===== src/rtl/cu_pkg.sv =====
// Shared CU package: default datapath sizes and a constant-foldable clog2
// used to size pointers and the occupancy counter.
package cu_pkg;

    localparam int CU_DATA_W     = 4;
    localparam int CU_FIFO_DEPTH = 4;

    // Smallest r with 2**r >= n; returns 0 for n <= 1.
    function automatic int cu_clog2(input int n);
        int r;
        r = 0;
        for (int i = 0; i < 31; i++) begin
            if ((1 << i) < n) r = i + 1;
        end
        return r;
    endfunction

endpackage


===== src/rtl/cu_wrap_ptr.sv =====
// Modulo-DEPTH pointer with increment enable and synchronous clear.
// DEPTH is a power of two, so wrap is the natural overflow of AW bits.
module cu_wrap_ptr
    import cu_pkg::*;
#(
    parameter int DEPTH = CU_FIFO_DEPTH,
    parameter int AW    = cu_clog2(DEPTH)
) (
    input  logic          clk,
    input  logic          reset,
    input  logic          clr_i,
    input  logic          inc_i,
    output logic [AW-1:0] ptr_o
);

    logic [AW-1:0] ptr_q, ptr_d;

    // Clear wins over increment so a flush discards the same-cycle access.
    always_comb begin
        ptr_d = ptr_q;
        if (clr_i)      ptr_d = '0;
        else if (inc_i) ptr_d = ptr_q + AW'(1);
    end

    always_ff @(posedge clk) begin
        if (reset) ptr_q <= '0;
        else       ptr_q <= ptr_d;
    end

    assign ptr_o = ptr_q;

endmodule


===== src/rtl/cu_reg_fifo.sv =====
// Register-based first-word-fall-through FIFO with valid/ready on both sides,
// occupancy output and synchronous flush. Define CU_FIFO_ERR_EN for sticky
// overflow/underflow flags.
module cu_reg_fifo
    import cu_pkg::*;
#(
    parameter  int W     = CU_DATA_W,
    parameter  int DEPTH = CU_FIFO_DEPTH,
    localparam int CW    = cu_clog2(DEPTH + 1)
) (
    input  logic          clk,
    input  logic          reset,
    input  logic [W-1:0]  io_enq_data,
    input  logic          io_enq_valid,
    output logic          io_enq_ready,
    output logic [W-1:0]  io_deq_data,
    output logic          io_deq_valid,
    input  logic          io_deq_ready,
    input  logic          io_flush,
`ifdef CU_FIFO_ERR_EN
    output logic [CW-1:0] io_count,
    output logic          io_err_overflow,
    output logic          io_err_underflow
`else
    output logic [CW-1:0] io_count
`endif
);

    localparam int AW = cu_clog2(DEPTH);

    logic [W-1:0]  mem_q [DEPTH];
    logic [AW-1:0] wr_ptr, rd_ptr;
    logic [CW-1:0] count_q, count_d;
    logic          full, empty, enq_fire, deq_fire;

    assign full     = (count_q == CW'(DEPTH));
    assign empty    = (count_q == '0);
    assign enq_fire = io_enq_valid & ~full;
    assign deq_fire = io_deq_ready & ~empty;

    cu_wrap_ptr #(.DEPTH(DEPTH), .AW(AW)) u_wr_ptr (
        .clk   (clk),
        .reset (reset),
        .clr_i (io_flush),
        .inc_i (enq_fire),
        .ptr_o (wr_ptr)
    );

    cu_wrap_ptr #(.DEPTH(DEPTH), .AW(AW)) u_rd_ptr (
        .clk   (clk),
        .reset (reset),
        .clr_i (io_flush),
        .inc_i (deq_fire),
        .ptr_o (rd_ptr)
    );

    always_comb begin
        count_d = count_q;
        if (io_flush) begin
            count_d = '0;
        end else begin
            case ({enq_fire, deq_fire})
                2'b10:   count_d = count_q + CW'(1);
                2'b01:   count_d = count_q - CW'(1);
                default: count_d = count_q;
            endcase
        end
    end

    always_ff @(posedge clk) begin
        if (reset) count_q <= '0;
        else       count_q <= count_d;
    end

    // Storage carries no reset; occupancy alone decides what is valid.
    always_ff @(posedge clk) begin
        if (enq_fire && !io_flush && !reset) mem_q[wr_ptr] <= io_enq_data;
    end

    assign io_deq_data  = mem_q[rd_ptr];
    assign io_deq_valid = ~empty;
    assign io_enq_ready = ~full;
    assign io_count     = count_q;

`ifdef CU_FIFO_ERR_EN
    logic ovf_q, ovf_d, unf_q, unf_d;

    // Sticky until reset; flush deliberately leaves them alone.
    always_comb begin
        ovf_d = ovf_q | (io_enq_valid & full);
        unf_d = unf_q | (io_deq_ready & empty);
    end

    always_ff @(posedge clk) begin
        if (reset) begin
            ovf_q <= 1'b0;
            unf_q <= 1'b0;
        end else begin
            ovf_q <= ovf_d;
            unf_q <= unf_d;
        end
    end

    assign io_err_overflow  = ovf_q;
    assign io_err_underflow = unf_q;
`endif

endmodule


===== config.mk =====
export PLATFORM = sky130hd
export DESIGN_NAME = cu_reg_fifo
export DESIGN_NICKNAME = d
export VERILOG_FILES = /design/src/rtl/cu_pkg.sv /design/src/rtl/cu_wrap_ptr.sv /design/src/rtl/cu_reg_fifo.sv
export SDC_FILE = /design/constraint.sdc
export NUM_CORES = 1
export LEC_CHECK = 0
export CORE_MARGIN = 4
export CORE_UTILIZATION = 54
export DETAILED_ROUTE_END_ITERATION = 10
export PLACE_DENSITY = 0.85
export RECOVER_POWER = 100
export SYNTH_ARGS = -nofsm -noshare
export SYNTH_HDL_FRONTEND = slang
export SYNTH_SLANG_ARGS = --single-unit

===== constraint.sdc =====
create_clock -name clk -period 5.25 [get_ports clk]
set_input_delay 1.05 -clock clk [delete_from_list [all_inputs] [get_ports clk]]
set_output_delay 1.05 -clock clk [all_outputs]
set_load 0.02 [all_outputs]

==> results of run 1 <==
==> registers in the layout, indices dropped and copies added, names as in the netlist, named ones only <==
| signal | cells |
|---|---|
| u_wr_ptr.ptr_o | 2 |
| u_rd_ptr.ptr_o | 2 |
| mem_q | 16 |
| io_count | 3 |
==> worst paths after layout <==
path	slack, ns	end	cells past startpoint	start
worst min-delay path	0.51	u_wr_ptr.ptr_o[0]$_SDFFE_PP0P_	2	u_wr_ptr.ptr_o[0]$_SDFFE_PP0P_
worst max-delay path	2.20	io_deq_data[2]	2	flip-flop
worst max register to register	2.68	io_count[2]$_SDFFE_PP0P_	9	io_count[2]$_SDFFE_PP0P_
worst min register to register	0.51	u_wr_ptr.ptr_o[0]$_SDFFE_PP0P_	2	u_wr_ptr.ptr_o[0]$_SDFFE_PP0P_
==> routing by layer <==
layer	global-route usage (%)	vias up
li1	-	303
met1	19.6	292
met2	27.9	12
met3	3.13	4
met4	10.2	0
met5	0	-
==> area by class of cell <==
cell class / instances / area [µm²] / area share (%)
clock buffer: 3 / 22.5 / 1.76
timing repair buffer: 17 / 170 / 13.3
tap: 25 / 31.3 / 2.44
clock inverter: 1 / 5.00 / 0.390
inverter: 6 / 22.5 / 1.76
multi-input combinational: 40 / 370 / 28.9
sequential: 25 / 661 / 51.5
==> power breakdown <==
| part | switching, µW | internal (µW) | total, µW |
|---|---|---|---|
| clock network | 55.5 | 28.5 | 84.0 |
| registers | 3.09 | 212 | 215 |
| logic | 16.7 | 16.4 | 33.1 |
| total | 75.3 | 257 | 332 |
==> stage by stage <==
| step | total power (µW) | utilization [%] | cells |
|---|---|---|---|
| 2_1_floorplan | 239 | - | 73 |
| 5_1_grt | 346 | 71.2 | 117 |
| 3_5_place_dp | 255 | 69.8 | 113 |
| 4_1_cts | 335 | 71.3 | 117 |
| 3_3_place_gp | 253 | 69.8 | 113 |
| 6_report | 332 | 71.2 | 117 |
==> worst max-delay path, delay by kind of cell, from the launching register on <==
family,cells,cell delay [ns]
flops,1,0.49
mux,1,0.53
buf+inv,1,0.66
==> cells by family (layout without fill, tap and decap cells) <==
| logic type | after synthesis | after routing | synth area share (%) |
|---|---|---|---|
| buf+inv | 8 | 27 | 3.50 |
| mux | 5 | 5 | 9.35 |
| fa+ha+maj | 6 | 6 | 7.71 |
| xor+xnor | 4 | 4 | 3.27 |
| flops | 25 | 25 | 61.7 |
| compound gates | 6 | 6 | 4.32 |
| simple gates | 19 | 19 | 10.2 |
==> synth_stat cells <==
cell / instances / area (µm²)
o21ai_0: 1 / 5.00
or3b_4: 1 / 11.3
and3_1: 2 / 12.5
nand4_1: 1 / 6.26
buf_6: 1 / 11.3
xor2_1: 3 / 26.3
nor2_1: 7 / 26.3
and3_2: 2 / 15.0
inv_1: 6 / 22.5
ha_1: 5 / 62.6
o31a_2: 1 / 10.0
or2_2: 1 / 6.26
or3_2: 2 / 15.0
mux4_2: 4 / 90.1
and2_4: 1 / 8.76
fa_1: 1 / 20.0
mux2i_1: 1 / 10.0
o311ai_0: 1 / 8.76
nand2_1: 2 / 7.51
xnor2_1: 1 / 8.76
clkbuf_1: 1 / 3.75
o31ai_2: 1 / 12.5
dfxtp_1: 9 / 180
a21oi_1: 2 / 10.0
edfxtp_1: 16 / 480
==> results.sh, run 1 <==
export IMPL_status="finished clean"
export IMPL_tightestPinTransition_ns=0.380
export IMPL_fin_crit_sh_pct=58.1
export IMPL_dr_pass1_iters=4
export IMPL_clkTransAtPathRegs_ns=0.13
export IMPL_cts_sinks=25
export IMPL_slowest_stage="dlygate4sd3_1"
export IMPL_worst_ep_required_time_ns=4.20
export IMPL_cts_hold_buffers_added=0
export IMPL_drtAntennaViolNets=0
export IMPL_drt_met1_wl_um=767
export IMPL_cts_tree="done"
export IMPL_cts_max_path_buffers=2
export IMPL_design_area_um2=1280
export IMPL_grt_max_degree=15
export IMPL_mostFrequentLayoutCells="edfxtp_1, dlygate4sd3_1, dfxtp_1"
export IMPL_worst_slack_ns=2.20
export IMPL_path_cells="mux4_2, dlygate4sd3_1"
export IMPL_antenna_found_initial=0
export IMPL_cts_setup_buffers=0
export IMPL_yosys_register_bits=25
export IMPL_yosys_warnings=0
export IMPL_syn_nets=88
export IMPL_drt_wirelength_per_cell_um=15.6
export IMPL_drtIter0Drc=11
export IMPL_die_width_um=52.5
export IMPL_overflow=0
export IMPL_cpPeakStageDelay_ns=0.66
export IMPL_route_detailed_drc=0
export IMPL_grt_pass1_vias=653
export IMPL_layout_commonest_cell="edfxtp_1"
export IMPL_timing_fmax_ghz=0.328
export IMPL_maxCapViolCount=0
export IMPL_drive_above_1_share_pct=16.3
export IMPL_fillers=141
export IMPL_yosysSeqAreaShare_pct=61.7
export IMPL_crit_path_start_kind="flip-flop"
export IMPL_vias=611
export IMPL_area_growth_pct=19.7
export IMPL_gp_congestion=0.704
export IMPL_finalWirelength_mm=1.82
export IMPL_numCtsBuffers=3
export IMPL_dp_hpwl_mm=1.42
export IMPL_hold_ws_ns=0.508
export IMPL_htree_levels=1
export IMPL_post_route_min_period_ns=3.05
export IMPL_core_rowCount=15
export IMPL_pin_count=18
export IMPL_arrival_ns=2.00
export IMPL_tns_ns=0
export IMPL_setup_violations=0
export IMPL_placeableCoreArea_um2=1800
export IMPL_avgSynthCellArea_um2=14.7
export IMPL_max_slew_margin_pct=74.3
export IMPL_hold_viol_final=0
export IMPL_dp_slack_ns=2.05
export IMPL_ir_drop_uv=162
export IMPL_drv_slew=0
export IMPL_start_util_pct=59.4
export IMPL_rsz0062_at_grt="false"
export IMPL_grtUsageTotal_pct=16.7
export IMPL_root_buffer="clkbuf_4"
export IMPL_port_buffers=17
export IMPL_synth_cells=73
export IMPL_die_area_um2=2760
export IMPL_highest_layer="met4"
export IMPL_dieHeight_um=52.5
export IMPL_min_path_type="reg2reg"
export IMPL_antenna_cells=0
export IMPL_wl_met3_um=66
export IMPL_met2_length_um=941
export IMPL_grt_pass1_wl_mm=3.15
export IMPL_crit_fanout=4
export IMPL_p_per_area_nw_per_um2=259
export IMPL_setup_worst_path_class="reg2out"
export IMPL_power_leakage_uw=0.000468
export IMPL_post_dp_cell_area_um2=1260
export IMPL_insertion_delay_ns=0.31
export IMPL_finalNetCount=108
export IMPL_ctsResizeCount=0
export IMPL_endpoint_kind="output pin"
export IMPL_synth_cell_type_count=25
export IMPL_netlist_area_um2=1070
export IMPL_post_drt_via_cell_ratio=5.22
export IMPL_fin_skew_ns=0.00421
No activity file was read; power rests on OpenSTA's default activity.
==> inputs of run 2 (changes only) <==
- CORE_UTILIZATION: 54 -> 46
- PLACE_DENSITY: 0.85 -> 0.77
- clock period: 5.25 -> 2.5 ns (I/O delays scaled with it)
==> run 2 against run 1 <==
Against the previous run: combinational power up 120%; clock power up 99%; via count grew 0.49%; sequential power increased by 110%; sequential share of layout area down 0.60 points; flip-flop and latch count unchanged; final cell count rose by 5.1%; first-iteration DRC count decreased by 18%; core utilization fell by 12 points; die area up 15%; power increased by 110%; design area increased by 2.1%.
==> results.sh, run 2 (synthesis results as in run 1) <==
export IMPL_status="finished clean"
export IMPL_power_share_switching_pct=21.5
export IMPL_start_util_pct=48.4
export IMPL_crit_buf_inv=1
export IMPL_crit_fanout=4
export IMPL_fin_skew_ns=0.00326
export IMPL_max_slew_margin_pct=70.7
export IMPL_power_leakage_uw=0.000481
export IMPL_grt_pass1_vias=634
export IMPL_grt_pass1_wl_mm=2.86
export IMPL_htree_levels=1
export IMPL_largest_reg_flops=16
export IMPL_cpPeakStageDelay_ns=0.55
export IMPL_seqPwrFrac_pct=65.3
export IMPL_post_drt_via_cell_ratio=4.99
export IMPL_area_growth_pct=22.3
export IMPL_post_route_min_period_ns=2.38
export IMPL_root_buffer="clkbuf_4"
export IMPL_p_switching_uw=148
export IMPL_clkTransAtPathRegs_ns=0.12
export IMPL_endpoint_kind="output pin"
export IMPL_finalWirelength_mm=1.70
export IMPL_insertion_delay_ns=0.30
export IMPL_cts_setup_buffers=0
export IMPL_fillers=205
export IMPL_cts_tree="done"
export IMPL_p_per_area_nw_per_um2=527
export IMPL_cts_max_path_buffers=2
export IMPL_finalNetCount=111
export IMPL_tns_ns=0
export IMPL_placeableCoreArea_um2=2210
export IMPL_crit_path_start_kind="flip-flop"
export IMPL_dp_hpwl_mm=1.33
export IMPL_layout_commonest_cell="edfxtp_1"
export IMPL_fin_crit_sh_pct=95.2
export IMPL_vias=614
export IMPL_grt_max_degree=15
export IMPL_numCtsBuffers=3
export IMPL_pin_count=18
export IMPL_mostFrequentLayoutCells="edfxtp_1, dlygate4sd3_1, nor2_1, clkdlybuf4s50_1"
export IMPL_drt_wirelength_per_cell_um=13.8
export IMPL_timing_fmax_ghz=0.420
export IMPL_drv_slew=0
export IMPL_power_frac_comb_pct=10.6
export IMPL_grtUsageTotal_pct=11.8
export IMPL_path_cells="mux4_2, clkdlybuf4s50_1"
export IMPL_rsz0062_at_grt="false"
export IMPL_route_detailed_drc=0
export IMPL_dr_pass1_iters=4
export IMPL_antenna_cells=0
export IMPL_drtIter0Drc=9
export IMPL_dp_slack_ns=0.00453
export IMPL_slowest_stage="clkdlybuf4s50_1"
export IMPL_arrival_ns=1.88
export IMPL_core_rowCount=17
export IMPL_port_buffers=17
export IMPL_cts_sinks=25
export IMPL_p_int_uw=542
export IMPL_gp_congestion=0.767
export IMPL_die_area_um2=3160
export IMPL_setup_violations=0
export IMPL_ctsResizeCount=0
export IMPL_overflow=0
export IMPL_clkPwrFrac_pct=24.2
export IMPL_hold_viol_final=0
export IMPL_regMostFlops="mem_q"
export IMPL_dieHeight_um=56.3
export IMPL_cts_hold_buffers_added=0
export IMPL_maxCapViolCount=0
export IMPL_antenna_found_initial=0
export IMPL_worst_ep_required_time_ns=2.00
export IMPL_setup_worst_path_class="reg2out"
export IMPL_die_width_um=56.3
export IMPL_crit_family="buffers and inverters"
export IMPL_drive_above_1_share_pct=21.1
export IMPL_worst_slack_ns=0.120
export IMPL_drtAntennaViolNets=0
export IMPL_ir_drop_uv=330
export IMPL_min_path_type="reg2reg"
export IMPL_tightestPinTransition_ns=0.434
[run 2: changes by cell type in the layout (fill, tap and decap cells not counted), moves of 2 or more]
cell	change
clkdlybuf4s50_1	+5
dlygate4sd3_1	-5
dfxtp_1	-3
buf_4	+2
dfxtp_2	+2
[run 2: final timing paths]
| check | slack (ns) | cells after the start | startpoint | endpoint |
|---|---|---|---|---|
| setup / recovery | 0.12 | 2 | flip-flop | io_deq_data[1] |
| hold / removal | 0.51 | 2 | u_wr_ptr.ptr_o[0]$_SDFFE_PP0P_ | u_wr_ptr.ptr_o[0]$_SDFFE_PP0P_ |
| setup reg to reg | 0.16 | 9 | io_count[1]$_SDFFE_PP0P_ | io_count[2]$_SDFFE_PP0P_ |
| hold reg to reg | 0.51 | 2 | u_wr_ptr.ptr_o[0]$_SDFFE_PP0P_ | u_wr_ptr.ptr_o[0]$_SDFFE_PP0P_ |
[run 2: layer usage]
metal	up-vias	global-route usage [%]	wire length, µm
met5	-	0	0
met4	0	4.07	0
met3	0	3.45	81
met2	13	20.5	883
met1	292	13.8	732
li1	309	-	-
[run 2: final cells by class]
type	instances	area, µm²	share of cell area (%)
repair buffers	20	193	14.7
inverters	6	22.5	1.72
flip-flops and latches	25	667	50.9
clock buffers	3	22.5	1.72
clock inverters	1	5.00	0.382
multi-input cells	40	365	27.9
well taps	28	35.0	2.67
[run 2: power by group through the flow]
stage,clock [µW],combinational [µW],sequential [µW]
floorplan,0,39.2,461
global placement,0,74.8,460
detailed placement,0,76.6,460
CTS,175,77.1,451
global route,189,78.9,452
finish,167,72.9,451
[run 2: worst min-delay path, cell delays in order, from the launching register on]
cell and delay, ns:
dfxtp_1 0.36, nand2_1 0.07, mux2i_1 0.06
[run 2: metrics by stage]
step	instances	hold slack, ns	power, µW	utilization, %	instance area [µm²]
2_1_floorplan	73	0.469	500	-	1080
3_3_place_gp	119	0.481	535	58.3	1290
3_5_place_dp	119	0.485	537	58.3	1290
4_1_cts	123	0.512	703	59.6	1320
5_1_grt	123	0.544	721	59.2	1310
6_report	123	0.512	691	59.2	1310
